===== config.mk =====
export PLATFORM = sky130hd
export DESIGN_NAME = mips_mc_control_flat
export DESIGN_NICKNAME = d
export VERILOG_FILES = /design/src/rtl/mips_mc_control_if.sv /design/src/rtl/mips_mc_control.sv /design/src/flat_wrapper.sv
export SDC_FILE = /design/constraint.sdc
export NUM_CORES = 1
export LEC_CHECK = 0
export ABC_AREA = 1
export CAP_MARGIN = 20
export CORE_ASPECT_RATIO = 1.75
export CORE_MARGIN = 1
export CORE_UTILIZATION = 49
export DETAILED_ROUTE_END_ITERATION = 10
export PLACE_DENSITY = 0.87
export SYNTH_ARGS = -nofsm -noshare
export SYNTH_HDL_FRONTEND = slang
export SYNTH_SLANG_ARGS = --single-unit

===== constraint.sdc =====
create_clock -name clk -period 3.9 [get_ports clk]
set_input_delay 0.39 -clock clk [delete_from_list [all_inputs] [get_ports clk]]
set_output_delay 0.39 -clock clk [all_outputs]
set_load 0.05 [all_outputs]

===== src/rtl/mips_mc_control_if.sv =====
// Control/datapath bundle for the multi-cycle MIPS controller.
interface mips_mc_control_if #(
    parameter int unsigned ALUCTRL_WIDTH = 4,
    parameter int unsigned CNT_WIDTH     = 16
);
    logic [5:0]               opcode;
    logic [5:0]               funct;
    logic                     zero;
    logic                     mem_ready;
    logic                     mem_req;
    logic                     IorD;
    logic                     MemWrite;
    logic                     IRWrite;
    logic                     DataWrite;
    logic                     RegDst;
    logic                     MemtoReg;
    logic                     RegWrite;
    logic                     RDx_FF_en;
    logic                     ALUOut_en;
    logic                     ALUSrcA;
    logic [1:0]               ALUSrcB;
    logic [ALUCTRL_WIDTH-1:0] ALUControl;
    logic [1:0]               PCSrc;
    logic                     PC_En;
    logic [3:0]               state;
    logic                     illegal_op;
    logic [CNT_WIDTH-1:0]     instr_count;

    // Controller side
    modport master (
        input  opcode, funct, zero, mem_ready,
        output mem_req, IorD, MemWrite, IRWrite, DataWrite, RegDst, MemtoReg,
               RegWrite, RDx_FF_en, ALUOut_en, ALUSrcA, ALUSrcB, ALUControl,
               PCSrc, PC_En, state, illegal_op, instr_count
    );

    // Datapath side
    modport slave (
        output opcode, funct, zero, mem_ready,
        input  mem_req, IorD, MemWrite, IRWrite, DataWrite, RegDst, MemtoReg,
               RegWrite, RDx_FF_en, ALUOut_en, ALUSrcA, ALUSrcB, ALUControl,
               PCSrc, PC_En, state, illegal_op, instr_count
    );
endinterface


===== src/rtl/mips_mc_control.sv =====
// Multi-cycle MIPS control unit: Moore FSM with memory wait states,
// illegal-instruction trap and a retired-instruction counter.
module mips_mc_control #(
    parameter bit          MEM_WAIT_EN   = 1'b1,
    parameter int unsigned CNT_WIDTH     = 16,
    parameter int unsigned ALUCTRL_WIDTH = 4
) (
    input  logic              clk,
    input  logic              reset,
    mips_mc_control_if.master bus
);
    typedef enum logic [3:0] {
        S_IDLE     = 4'd0,
        S_FETCH    = 4'd1,
        S_DECODE   = 4'd2,
        S_MEMADR   = 4'd3,
        S_MEMREAD  = 4'd4,
        S_MEMWB    = 4'd5,
        S_MEMWRITE = 4'd6,
        S_EXECUTE  = 4'd7,
        S_ALUWB    = 4'd8,
        S_BRANCH   = 4'd9,
        S_ADDIEXE  = 4'd10,
        S_ADDIWB   = 4'd11,
        S_JUMP     = 4'd12,
        S_TRAP     = 4'd13
    } state_e;

    localparam logic [3:0] ALU_ADD = 4'b0010;
    localparam logic [3:0] ALU_SUB = 4'b0110;
    localparam logic [3:0] ALU_AND = 4'b0000;
    localparam logic [3:0] ALU_OR  = 4'b0001;
    localparam logic [3:0] ALU_SLT = 4'b0111;
    localparam logic [3:0] ALU_NOR = 4'b1100;

    localparam logic [5:0] OP_RTYPE = 6'b000000;
    localparam logic [5:0] OP_LW    = 6'b100011;
    localparam logic [5:0] OP_SW    = 6'b101011;
    localparam logic [5:0] OP_BEQ   = 6'b000100;
    localparam logic [5:0] OP_BNE   = 6'b000101;
    localparam logic [5:0] OP_ADDI  = 6'b001000;
    localparam logic [5:0] OP_J     = 6'b000010;

    state_e               state_q, state_d;
    logic                 is_sw_q, is_sw_d;
    logic                 is_bne_q, is_bne_d;
    logic [CNT_WIDTH-1:0] cnt_q, cnt_d;

    logic                 ready;
    logic                 fn_ok;
    logic [3:0]           fn_alu;

    assign ready = MEM_WAIT_EN ? bus.mem_ready : 1'b1;

    // R-type funct to ALU operation; fn_ok flags a supported funct
    always_comb begin
        fn_ok  = 1'b1;
        fn_alu = ALU_AND;
        case (bus.funct)
            6'b100000: fn_alu = ALU_ADD;
            6'b100010: fn_alu = ALU_SUB;
            6'b100100: fn_alu = ALU_AND;
            6'b100101: fn_alu = ALU_OR;
            6'b101010: fn_alu = ALU_SLT;
            6'b100111: fn_alu = ALU_NOR;
            default:   fn_ok  = 1'b0;
        endcase
    end

    // State, latched instruction flavour and retire counter
    always_ff @(posedge clk or negedge reset) begin
        if (!reset) begin
            state_q  <= S_IDLE;
            is_sw_q  <= 1'b0;
            is_bne_q <= 1'b0;
            cnt_q    <= '0;
        end else begin
            state_q  <= state_d;
            is_sw_q  <= is_sw_d;
            is_bne_q <= is_bne_d;
            cnt_q    <= cnt_d;
        end
    end

    // Next-state logic; opcode flavour is captured in DECODE so later states ignore the IR bus
    always_comb begin
        state_d  = state_q;
        is_sw_d  = is_sw_q;
        is_bne_d = is_bne_q;
        cnt_d    = cnt_q;
        case (state_q)
            S_IDLE:     state_d = S_FETCH;
            S_FETCH:    if (ready) state_d = S_DECODE;
            S_DECODE: begin
                is_sw_d  = (bus.opcode == OP_SW);
                is_bne_d = (bus.opcode == OP_BNE);
                case (bus.opcode)
                    OP_RTYPE:      state_d = S_EXECUTE;
                    OP_LW, OP_SW:  state_d = S_MEMADR;
                    OP_BEQ, OP_BNE: state_d = S_BRANCH;
                    OP_ADDI:       state_d = S_ADDIEXE;
                    OP_J:          state_d = S_JUMP;
                    default:       state_d = S_TRAP;
                endcase
            end
            S_MEMADR:   state_d = is_sw_q ? S_MEMWRITE : S_MEMREAD;
            S_MEMREAD:  if (ready) state_d = S_MEMWB;
            S_MEMWRITE: begin
                if (ready) begin
                    state_d = S_FETCH;
                    cnt_d   = cnt_q + CNT_WIDTH'(1);
                end
            end
            S_EXECUTE:  state_d = fn_ok ? S_ALUWB : S_TRAP;
            S_ADDIEXE:  state_d = S_ADDIWB;
            S_MEMWB, S_ALUWB, S_BRANCH, S_ADDIWB, S_JUMP: begin
                state_d = S_FETCH;
                cnt_d   = cnt_q + CNT_WIDTH'(1);
            end
            S_TRAP:     state_d = S_TRAP;
            default:    state_d = S_IDLE;
        endcase
    end

    // Datapath controls decoded from the current state
    always_comb begin
        bus.mem_req    = 1'b0;
        bus.IorD       = 1'b0;
        bus.MemWrite   = 1'b0;
        bus.IRWrite    = 1'b0;
        bus.DataWrite  = 1'b0;
        bus.RegDst     = 1'b0;
        bus.MemtoReg   = 1'b0;
        bus.RegWrite   = 1'b0;
        bus.RDx_FF_en  = 1'b0;
        bus.ALUOut_en  = 1'b0;
        bus.ALUSrcA    = 1'b0;
        bus.ALUSrcB    = 2'b00;
        bus.ALUControl = '0;
        bus.PCSrc      = 2'b00;
        bus.PC_En      = 1'b0;
        bus.illegal_op = 1'b0;
        case (state_q)
            S_FETCH: begin
                bus.mem_req    = 1'b1;
                bus.ALUSrcB    = 2'b01;
                bus.ALUControl = ALUCTRL_WIDTH'(ALU_ADD);
                bus.IRWrite    = ready;
                bus.PC_En      = ready;
            end
            S_DECODE: begin
                bus.RDx_FF_en  = 1'b1;
                bus.ALUSrcB    = 2'b11;
                bus.ALUControl = ALUCTRL_WIDTH'(ALU_ADD);
                bus.ALUOut_en  = 1'b1;
            end
            S_MEMADR, S_ADDIEXE: begin
                bus.ALUSrcA    = 1'b1;
                bus.ALUSrcB    = 2'b10;
                bus.ALUControl = ALUCTRL_WIDTH'(ALU_ADD);
                bus.ALUOut_en  = 1'b1;
            end
            S_MEMREAD: begin
                bus.mem_req   = 1'b1;
                bus.IorD      = 1'b1;
                bus.DataWrite = ready;
            end
            S_MEMWB: begin
                bus.MemtoReg = 1'b1;
                bus.RegWrite = 1'b1;
            end
            S_MEMWRITE: begin
                bus.mem_req  = 1'b1;
                bus.IorD     = 1'b1;
                bus.MemWrite = 1'b1;
            end
            S_EXECUTE: begin
                bus.ALUSrcA    = 1'b1;
                bus.ALUOut_en  = 1'b1;
                bus.ALUControl = fn_ok ? ALUCTRL_WIDTH'(fn_alu) : '0;
            end
            S_ALUWB: begin
                bus.RegDst   = 1'b1;
                bus.RegWrite = 1'b1;
            end
            S_BRANCH: begin
                bus.ALUSrcA    = 1'b1;
                bus.ALUControl = ALUCTRL_WIDTH'(ALU_SUB);
                bus.PCSrc      = 2'b01;
                bus.PC_En      = is_bne_q ? ~bus.zero : bus.zero;
            end
            S_ADDIWB:   bus.RegWrite   = 1'b1;
            S_JUMP: begin
                bus.PCSrc = 2'b10;
                bus.PC_En = 1'b1;
            end
            S_TRAP:     bus.illegal_op = 1'b1;
            default: ;
        endcase
    end

    assign bus.state       = 4'(state_q);
    assign bus.instr_count = cnt_q;

endmodule


===== src/flat_wrapper.sv =====
// flat-port wrapper written by rule: the top's interface ports become plain ports
module mips_mc_control_flat 
#(
    parameter bit          MEM_WAIT_EN   = 1'b1,
    parameter int unsigned CNT_WIDTH     = 16,
    parameter int unsigned ALUCTRL_WIDTH = 4
)
  (clk, reset, bus_opcode, bus_funct, bus_zero, bus_mem_ready, bus_mem_req, bus_IorD, bus_MemWrite, bus_IRWrite, bus_DataWrite, bus_RegDst, bus_MemtoReg, bus_RegWrite, bus_RDx_FF_en, bus_ALUOut_en, bus_ALUSrcA, bus_ALUSrcB, bus_ALUControl, bus_PCSrc, bus_PC_En, bus_state, bus_illegal_op, bus_instr_count);
  mips_mc_control_if #(.ALUCTRL_WIDTH(ALUCTRL_WIDTH), .CNT_WIDTH(CNT_WIDTH)) bus_i ();
  input  logic clk;
  input  logic reset;
  input wire logic [$bits(bus_i.opcode)-1:0] bus_opcode;
  input wire logic [$bits(bus_i.funct)-1:0] bus_funct;
  input wire logic [$bits(bus_i.zero)-1:0] bus_zero;
  input wire logic [$bits(bus_i.mem_ready)-1:0] bus_mem_ready;
  output wire logic [$bits(bus_i.mem_req)-1:0] bus_mem_req;
  output wire logic [$bits(bus_i.IorD)-1:0] bus_IorD;
  output wire logic [$bits(bus_i.MemWrite)-1:0] bus_MemWrite;
  output wire logic [$bits(bus_i.IRWrite)-1:0] bus_IRWrite;
  output wire logic [$bits(bus_i.DataWrite)-1:0] bus_DataWrite;
  output wire logic [$bits(bus_i.RegDst)-1:0] bus_RegDst;
  output wire logic [$bits(bus_i.MemtoReg)-1:0] bus_MemtoReg;
  output wire logic [$bits(bus_i.RegWrite)-1:0] bus_RegWrite;
  output wire logic [$bits(bus_i.RDx_FF_en)-1:0] bus_RDx_FF_en;
  output wire logic [$bits(bus_i.ALUOut_en)-1:0] bus_ALUOut_en;
  output wire logic [$bits(bus_i.ALUSrcA)-1:0] bus_ALUSrcA;
  output wire logic [$bits(bus_i.ALUSrcB)-1:0] bus_ALUSrcB;
  output wire logic [$bits(bus_i.ALUControl)-1:0] bus_ALUControl;
  output wire logic [$bits(bus_i.PCSrc)-1:0] bus_PCSrc;
  output wire logic [$bits(bus_i.PC_En)-1:0] bus_PC_En;
  output wire logic [$bits(bus_i.state)-1:0] bus_state;
  output wire logic [$bits(bus_i.illegal_op)-1:0] bus_illegal_op;
  output wire logic [$bits(bus_i.instr_count)-1:0] bus_instr_count;
  assign bus_i.opcode = bus_opcode;
  assign bus_i.funct = bus_funct;
  assign bus_i.zero = bus_zero;
  assign bus_i.mem_ready = bus_mem_ready;
  assign bus_mem_req = bus_i.mem_req;
  assign bus_IorD = bus_i.IorD;
  assign bus_MemWrite = bus_i.MemWrite;
  assign bus_IRWrite = bus_i.IRWrite;
  assign bus_DataWrite = bus_i.DataWrite;
  assign bus_RegDst = bus_i.RegDst;
  assign bus_MemtoReg = bus_i.MemtoReg;
  assign bus_RegWrite = bus_i.RegWrite;
  assign bus_RDx_FF_en = bus_i.RDx_FF_en;
  assign bus_ALUOut_en = bus_i.ALUOut_en;
  assign bus_ALUSrcA = bus_i.ALUSrcA;
  assign bus_ALUSrcB = bus_i.ALUSrcB;
  assign bus_ALUControl = bus_i.ALUControl;
  assign bus_PCSrc = bus_i.PCSrc;
  assign bus_PC_En = bus_i.PC_En;
  assign bus_state = bus_i.state;
  assign bus_illegal_op = bus_i.illegal_op;
  assign bus_instr_count = bus_i.instr_count;
  mips_mc_control #(.MEM_WAIT_EN(MEM_WAIT_EN), .CNT_WIDTH(CNT_WIDTH), .ALUCTRL_WIDTH(ALUCTRL_WIDTH)) u_core (.clk(clk), .reset(reset), .bus(bus_i));
endmodule

==> impl_metrics.ini, run 1 <==
[status]
outcome = finished clean

[power]
leak_nw = 1.11
pwr_cell_area_nw_per_um2 = 779
worst_ir_drop_vdd_uv = 519

[synth]
top_cell_type_by_total_area_after_synthesis = dfrtp_1
yosys_warnings = 0
ys_ff_latch = 22
netlist_instances = 250
synth.top_cells.by_area = dfrtp_1 (33%), nand2_1 (16%), inv_1 (8.3%)
synthesis.nets = 267
netlist_top_cells_count = nand2_1 (70), inv_1 (37), nor2_1 (35)
synthDominantCellAreaShare = 0.328
synth.avg_cell_area_um2 = 6.71
synth.cell_area_um2 = 1680
synth_most_common_cell = nand2_1
postSynth.topFlopCell = dfrtp_1
async_reset_ff_frac = 1.00
ys_seq_area_frac = 0.328
netlist-cell-type-count = 30
number_of_enable_type_register_cells_in_the_synthesized_netlist = 0

[grt]
grt_pass1_wl_mm = 7.71
number_of_antenna_violations_at_the_first_check_in_global_routing = 0
gr-total-overflow = 0
gr-usage-all-layers = 0.285
grt_max_degree = 23
grt_pass1_vias = 1803

[place]
place_worst_setup_slack_ns = 1.18
portBuffers = 56
hpwl_mm = 3.61
gp_congestion = 0.943

[final_layout]
fraction_of_final_layout_cells_sized_beyond_drive_strength_1 = 0.0839
multiInputGateArea_um2 = 956
ff_latch_area_um2 = 551
nets = 328
syn2layout_area_growth_pct = 41.6
n_antenna_cell = 0
num-fill-cells = 239

[clock_tree]
numClockSinks = 22
post_cts.repair.setup_buffers = 0
worst_setup_hold_path_clk_slew_ns = 0.08
clock_tree.htree_level_count = 1
post_cts_resized = 0
holdBufCountCts = 0
number_of_buffers_created_by_cts = 3
clock-root-buffer = clkbuf_8
clock_latency_of_the_later_clocked_register_in_the_worst_skew_pair_ns = 0.27
cts_tree = built
cts_buffer_depth = 2

[floorplan]
initial_standard_cell_utilization_of_the_core = 0.523
num_io_pins = 57
number_of_placement_rows = 27
fp.dieArea_um2 = 3670
core_area_um2 = 3210
die_h_um = 79.4
die_w_um = 46.2

[detailed_routing]
detailedRoute.firstIterationViolations = 39
first_pass_iters = 5
antenna_violating_nets_post_route = 0
drt-total-wl_mm = 4.65
remaining_drc_errors = 0
via_count = 1836
drt-vias-per-instance = 5.20
detail_route.wl_per_cell_um = 13.2

[setup_path]
crit_path_max_fanout = 3
worst_setup_path_start_kind = input port
timing.setup.critical_path_class = input port to output port
worstSetupEndpointType = output port
worst_ep_arrival_time_ns = 2.33
cp.required_ns = 3.51

[min_path]
min_delay_worst_type = input port to asynchronous set/reset pin

[sta]
post-route-period-util = 0.698
final_max_slew_viol_count = 0
timing.setup.tns_ns = 0
slew_headroom = 0.651
fin_skew_ns = 0.00539
post-route-worst-setup-slack_ns = 1.18
min_period_ns = 2.72
worst_pin_slew_ns = 0.519
hold_viol_final = 0
setup-violations-final = 0
clock.fmax_ghz = 0.367
unrepaired_setup_endpoints_after_global_routing = false

[run]
drv.max_cap_violation_count = 0
worst max-delay path, cell delays in order:
cell	delay, ns
clkdlybuf4s50_1	0.48
inv_1	0.05
nor2_1	0.17
o211ai_1	0.15
nand2_1	0.10
nand2_1	0.05
a21oi_1	0.12
clkdlybuf4s50_1	0.81
power breakdown:
group          internal [W]  total (W)  leakage (nW)  switching, W
Clock              0.000137   0.000214        0.0357     0.0000773
Sequential         0.000301   0.000391         0.282     0.0000902
Combinational      0.000381    0.00124         0.791      0.000863
through the flow:
stage                     hold slack (ns)   util  power (W)  std cells  cell area [um^2]
after floorplan                    0.0944      -    0.00126        250              1680
after global placement              0.512  0.710    0.00162        348              2280
after detailed placement            0.516  0.710    0.00163        348              2280
after CTS                           0.533  0.732    0.00185        352              2350
after global routing                0.318  0.740    0.00196        353              2380
final                               0.330  0.740    0.00185        353              2380
cell usage in the layout (no fill, tap or decap), types with 2 or more instances in the layout:
| cell type | n |
|---|---|
| nand2_1 | 70 |
| clkdlybuf4s50_1 | 56 |
| inv_1 | 37 |
| nor2_1 | 35 |
| dfrtp_1 | 22 |
| nand3_1 | 20 |
| xor2_1 | 8 |
| o21ai_0 | 7 |
| nor3_1 | 5 |
| o21ai_2 | 5 |
| o21ai_1 | 5 |
| a21oi_1 | 4 |
| inv_2 | 3 |
| nand2_4 | 3 |
| nor2_4 | 3 |
| nand2_2 | 3 |
| xnor2_1 | 3 |
| clkbuf_8 | 3 |
| o211ai_1 | 2 |
| nor4_1 | 2 |
| nand4_1 | 2 |
kinds of logic after synthesis:
kind of cell | share of synthesized area
compound gates | 0.101
buf+inv | 0.102
flops | 0.328
fa+ha+maj | 0.00746
xor+xnor | 0.0671
simple gates | 0.394
path summary, 6_finish.rpt:
check	start	depth (start not counted)	slack, ns	endpoint
worst max register to register	u_core.bus.state[0]	8	2.12	u_core.bus.instr_count[7]
worst max-delay path	bus_funct[5]	8	1.18	bus_ALUControl[0]
max in group asynchronous	reset	2	3.20	u_core.bus.instr_count[9]
worst min register to register	u_core.bus.instr_count[6]	1	0.53	u_core.bus.instr_count[6]
min in group clk	u_core.bus.instr_count[6]	1	0.53	u_core.bus.instr_count[6]
worst min-delay path	reset	1	0.33	u_core.bus.instr_count[7]
final cells by class:
| class | count | share of cell area |
|---|---|---|
| tap | 43 | 0.0226 |
| clock inverter | 1 | 0.0126 |
| sequential | 22 | 0.232 |
| multi-input combinational | 186 | 0.402 |
| timing repair buffer | 57 | 0.247 |
| clock buffer | 3 | 0.0174 |
| inverter | 41 | 0.0658 |
routing by layer:
metal  share of wire  routed length [um]  track usage
met5               0                   0            0
met4           0.026                 119        0.124
met3           0.027                 124       0.0362
met2            0.59                2750        0.525
met1            0.36                1660        0.300
registers in the layout, summed over array words and instances (netlist names):
signal                  count
u_core.bus.instr_count     16
u_core.bus.state            4
u_core.is_bne_q             1
u_core.is_sw_q              1
(Power assumes the default switching activity.)
==> run 2, diff against run 1 <==
--- a/config.mk
+++ b/config.mk
@@ -9,9 +9,9 @@
 export CAP_MARGIN = 20
 export CORE_ASPECT_RATIO = 1.75
 export CORE_MARGIN = 1
-export CORE_UTILIZATION = 49
+export CORE_UTILIZATION = 46
 export DETAILED_ROUTE_END_ITERATION = 10
-export PLACE_DENSITY = 0.87
+export PLACE_DENSITY = 0.83
 export SYNTH_ARGS = -nofsm -noshare
 export SYNTH_HDL_FRONTEND = slang
 export SYNTH_SLANG_ARGS = --single-unit
==> constraint.sdc (replaced) <==
create_clock -name clk -period 2.8 [get_ports clk]
set_input_delay 0.28 -clock clk [delete_from_list [all_inputs] [get_ports clk]]
set_output_delay 0.28 -clock clk [all_outputs]
set_load 0.05 [all_outputs]
==> impl_metrics.ini, run 2 (synthesized netlist as in run 1, its figures left out) <==
[setup_path]
crit_path_max_fanout = 5
timing.setup.critical_path_class = register to output port
worst_setup_path_start_kind = register
cp.required_ns = 2.52
timing.critical_path.slowest_cell_delay_ns = 0.82
cpLargestDelayFamily = buffers and inverters
cp_cell_sequence = nand2_1, nor2_1, inv_1, o21ai_0, clkdlybuf4s50_1
cp_num_buf_inv = 2
worst_ep_arrival_time_ns = 2.34
worstSetupEndpointType = output port
slowest_stage = clkdlybuf4s50_1

[sta]
worst_pin_slew_ns = 0.525
fin_skew_ns = 0.00635
unrepaired_setup_endpoints_after_global_routing = false
clock.fmax_ghz = 0.382
setup-violations-final = 0
hold_viol_final = 0
slew_headroom = 0.649
timing.setup.tns_ns = 0
hold_ws_ns = 0.352
min_period_ns = 2.62
final_max_slew_viol_count = 0
post-route-period-util = 0.935

[clock_tree]
clock_tree.htree_level_count = 1
clock_latency_of_the_later_clocked_register_in_the_worst_skew_pair_ns = 0.27
numClockSinks = 22
holdBufCountCts = 0
worst_setup_hold_path_clk_slew_ns = 0.08
post_cts.repair.setup_buffers = 0
clock-root-buffer = clkbuf_8
cts_tree = built
cts_buffer_depth = 2
number_of_buffers_created_by_cts = 3
post_cts_resized = 0

[grt]
grt_busiest_layer = met2
grt_use_met2 = 0.500
grt_pass1_vias = 1794
gr-total-overflow = 0
grt_max_degree = 23
globalRouteMet3Util = 0.0352
grt.met1_usage = 0.281
gr-usage-all-layers = 0.275
number_of_antenna_violations_at_the_first_check_in_global_routing = 0
grt_pass1_wl_mm = 7.72

[power]
worst_ir_drop_vdd_uv = 1030
p_sw_w = 0.00144
p_int_w = 0.00114
clock_power_share = 0.117
pwr_cell_area_nw_per_um2 = 1090
leak_nw = 1.10
power_frac_seq = 0.214
power.share.switching = 0.559
logic_pwr_share = 0.670

[run]
drv.max_cap_violation_count = 0

[place]
portBuffers = 56
post-place-cells = 351
hpwl_mm = 3.63
gp_congestion = 0.898

[final_layout]
n_antenna_cell = 0
multiInputGateArea_um2 = 956
most-common-layout-cells = nand2_1 (70), clkdlybuf4s50_1 (56), inv_1 (37), nor2_1 (35), dfrtp_1 (22)
fraction_of_final_layout_cells_sized_beyond_drive_strength_1 = 0.0839
final-instance-count-excl-fill = 355
nets = 328
num-fill-cells = 313
final_core_util = 0.687
syn2layout_area_growth_pct = 40.6
mostFrequentLayoutCell = nand2_1
ff_latch_area_um2 = 551
flip_flop_count_of_the_largest_register_all_copies_and_words_added = 16

[detailed_routing]
via_count = 1807
detailedRoute.firstIterationViolations = 52
drt-vias-per-instance = 5.09
antenna_violating_nets_post_route = 0
drt-total-wl_mm = 4.53
remaining_drc_errors = 0
first_pass_iters = 4
detail_route.wl_per_cell_um = 12.8

[floorplan]
die_h_um = 81.9
core_area_um2 = 3430
fp.dieArea_um2 = 3900
num_io_pins = 57
initial_standard_cell_utilization_of_the_core = 0.489
number_of_placement_rows = 28
die_w_um = 47.7

[status]
outcome = finished clean

[min_path]
min_delay_worst_type = input port to asynchronous set/reset pin
[run 2: cell count changes in the layout (fill, tap and decap cells not counted)]
| cell | before | now |
|---|---|---|
| buf_16 | 1 | 0 |
| buf_4 | 0 | 1 |
[run 2: worst paths after layout]
check                                                from                         end  slack (ns)  cells past startpoint
worst max-delay path                  u_core.bus.state[1]           bus_ALUControl[1]        0.18                      5
worst min-delay path                                reset   u_core.bus.instr_count[1]        0.35                      2
worst max register to register        u_core.bus.state[1]  u_core.bus.instr_count[14]        1.08                      8
worst min register to register  u_core.bus.instr_count[6]   u_core.bus.instr_count[6]        0.54                      1
max in group asynchronous                           reset  u_core.bus.instr_count[13]        2.22                      2
min in group clk                u_core.bus.instr_count[6]   u_core.bus.instr_count[6]        0.54                      1
[run 2: per-stage QoR]
stage | setup WS, ns | power (W) | cell area (um^2)
floorplan | 0.184 | 0.00176 | 1680
global route | 0.0147 | 0.00273 | 2360
finish | 0.183 | 0.00258 | 2360
detailed placement | 0.289 | 0.00228 | 2290
global placement | 0.357 | 0.00226 | 2290
CTS | 0.188 | 0.00258 | 2360
[run 2: layout make-up]
| cell class | count | area share |
|---|---|---|
| sequential | 22 | 0.233 |
| clock buffer | 3 | 0.0175 |
| clock inverter | 1 | 0.0127 |
| tap | 45 | 0.0239 |
| multi-input combinational | 186 | 0.405 |
| inverter | 41 | 0.0663 |
| timing repair buffer | 57 | 0.241 |
[run 2: worst reg2reg max path, delay by kind of cell, from the launching register on]
family	cells	cell delay, ns
AOI/OAI and AO/OA	1	0.13
and+or+nand+nor	5	0.73
buffers and inverters	2	0.28
DFF	1	0.48
[run 2: power groups by stage]
stage          Clock [W]  Sequential (W)  Combinational [W]
2_1_floorplan          0        0.000817           0.000941
3_3_place_gp           0        0.000549            0.00171
3_5_place_dp           0        0.000554            0.00172
4_1_cts         0.000301        0.000549            0.00173
5_1_grt         0.000312        0.000564            0.00186
6_report        0.000301        0.000550            0.00173
[run 2: routing by layer]
layer | routed length, um | up-vias | part of all wire
met5 | 0 | - | 0
met4 | 163 | 0 | 0.036
met3 | 171 | 13 | 0.038
met2 | 2570 | 64 | 0.57
met1 | 1620 | 823 | 0.36
li1 | - | 907 | -
==> run 3, diff against run 2 <==
--- a/config.mk
+++ b/config.mk
@@ -11,7 +11,8 @@
 export CORE_MARGIN = 1
 export CORE_UTILIZATION = 46
 export DETAILED_ROUTE_END_ITERATION = 10
-export PLACE_DENSITY = 0.83
+export PLACE_DENSITY = 0.78
+export SKIP_LAST_GASP = 1
 export SYNTH_ARGS = -nofsm -noshare
 export SYNTH_HDL_FRONTEND = slang
 export SYNTH_SLANG_ARGS = --single-unit
==> constraint.sdc (replaced) <==
create_clock -name clk -period 2.8 [get_ports clk]
set_input_delay 0.42 -clock clk [delete_from_list [all_inputs] [get_ports clk]]
set_output_delay 0.42 -clock clk [all_outputs]
set_load 0.05 [all_outputs]
==> impl_metrics.ini, run 3 (synthesized netlist as in run 1, its figures left out) <==
[status]
outcome = finished clean

[final_layout]
fraction_of_final_layout_cells_sized_beyond_drive_strength_1 = 0.100
most-common-layout-cells = nand2_1 (70), clkdlybuf4s50_1 (51), inv_1 (37), nor2_1 (35), dfrtp_1 (22)
n_antenna_cell = 0
syn2layout_area_growth_pct = 40.6
mostFrequentLayoutCell = nand2_1
flip_flop_count_of_the_largest_register_all_copies_and_words_added = 16
nets = 328
num-fill-cells = 318

[detailed_routing]
route.met2.wl_mm = 2.61
remaining_drc_errors = 0
drt-total-wl_mm = 4.57
detailedRoute.firstIterationViolations = 46
antenna_violating_nets_post_route = 0
via_count = 1798
wl_met1_mm = 1.62
highest-signal-layer = met4
first_pass_iters = 4
routed-wl-met3_um = 155
detail_route.wl_per_cell_um = 12.9
drt-vias-per-instance = 5.06

[power]
leak_nw = 1.11
total_power_w = 0.00256
worst_ir_drop_vdd_uv = 846
pwr_cell_area_nw_per_um2 = 1090

[floorplan]
die_h_um = 81.9
die_w_um = 47.7
fp.dieArea_um2 = 3900
number_of_placement_rows = 28
initial_standard_cell_utilization_of_the_core = 0.489
core_area_um2 = 3430
num_io_pins = 57

[place]
gp_congestion = 0.942
portBuffers = 56
hpwl_mm = 3.72
place_worst_setup_slack_ns = 0.424

[setup_path]
crit_path_max_fanout = 6
timing.setup.critical_path_class = register to output port
slowest_stage = clkdlybuf4s50_1
worst_ep_arrival_time_ns = 2.22
timing.critical_path.slowest_cell_delay_ns = 0.81
worstSetupEndpointType = output port
reg2reg_slack_ns = 1.13
worstReg2RegEnd = u_core.bus.instr_count[7]
rr_startpoint = u_core.bus.state[2]
cp.required_ns = 2.38
reg2reg_depth = 11
cp_cell_sequence = inv_1, nand2_1, nor2_1, a21oi_1, nand3_1, clkdlybuf4s50_1
worst_setup_path_start_kind = register

[run]
drv.max_cap_violation_count = 0

[clock_tree]
post_cts.repair.setup_buffers = 0
cts_buffer_depth = 2
worst_setup_hold_path_clk_slew_ns = 0.08
number_of_buffers_created_by_cts = 3
clock-root-buffer = clkbuf_8
clock_latency_of_the_later_clocked_register_in_the_worst_skew_pair_ns = 0.26
post_cts_resized = 0
cts_tree = built
holdBufCountCts = 0
numClockSinks = 22
clock_tree.htree_level_count = 1

[sta]
setup-violations-final = 0
min_period_ns = 2.64
post-route-period-util = 0.942
hold_viol_final = 0
worst_pin_slew_ns = 0.525
post-route-worst-setup-slack_ns = 0.162
final_max_slew_viol_count = 0
timing.setup.tns_ns = 0
fin_skew_ns = 0.00353
unrepaired_setup_endpoints_after_global_routing = false
slew_headroom = 0.649
clock.fmax_ghz = 0.379

[grt]
grt_pass1_wl_mm = 7.49
number_of_antenna_violations_at_the_first_check_in_global_routing = 0
grt_max_degree = 23
grt_pass1_vias = 1786
gr-usage-all-layers = 0.268
gr-total-overflow = 0

[min_path]
min_delay_worst_type = input port to asynchronous set/reset pin
==> run 3: cell types whose count changed in the layout (fill, tap and decap cells not counted) <==
cell             previous run  this run
buf_4                       1         5
clkdlybuf4s50_1            56        51
buf_12                      0         1
==> run 3: layer usage <==
| metal | vias up | track usage |
|---|---|---|
| met5 | - | 0 |
| met4 | 0 | 0.144 |
| met3 | 14 | 0.0264 |
| li1 | 905 | - |
| met2 | 70 | 0.495 |
| met1 | 809 | 0.274 |
==> run 3: per-stage QoR <==
step | cells | util | hold WS (ns) | area (um^2)
6_report | 355 | 0.687 | 0.504 | 2360
5_1_grt | 355 | 0.687 | 0.546 | 2360
4_1_cts | 355 | 0.687 | 0.510 | 2360
3_5_place_dp | 351 | 0.666 | 0.509 | 2290
3_3_place_gp | 351 | 0.666 | 0.509 | 2290
2_1_floorplan | 250 | - | 0.124 | 1680
==> run 3: critical path, delay by kind of cell (launching register included) <==
family / cells / cell delay [ns]
buffers and inverters: 2 / 0.89
AO/OA/AOI/OAI: 1 / 0.13
flip-flops: 1 / 0.47
AND/OR/NAND/NOR: 3 / 0.47
==> run 3: how the worst max path moves through the flow <==
stage	startpoint	endpoint	cells after the start
2_1_floorplan	u_core.bus.state[0]	bus_ALUControl[2]	6
3_3_place_gp	bus_mem_ready	bus_IRWrite	4
3_5_place_dp	bus_mem_ready	bus_IRWrite	4
4_1_cts	u_core.bus.state[1]	bus_ALUSrcA	5
5_1_grt	u_core.bus.state[1]	bus_ALUSrcA	5
6_report	u_core.bus.state[3]	bus_ALUSrcA	6
==> run 3: final cells by class <==
class	instances	area (um^2)	area share
Tap cell	45	56.3	0.0239
Timing Repair Buffer	57	568	0.241
Clock buffer	3	41.3	0.0175
Inverter	41	156	0.0663
Sequential cell	22	551	0.233
Clock inverter	1	30.0	0.0127
Multi-Input combinational cell	186	956	0.405
==> run 3: power by group <==
part           internal (W)  leakage (nW)  total, W  switching [W]
sequential         0.000420         0.282  0.000543       0.000123
clock              0.000191        0.0357  0.000293       0.000102
combinational      0.000521         0.795   0.00173        0.00121
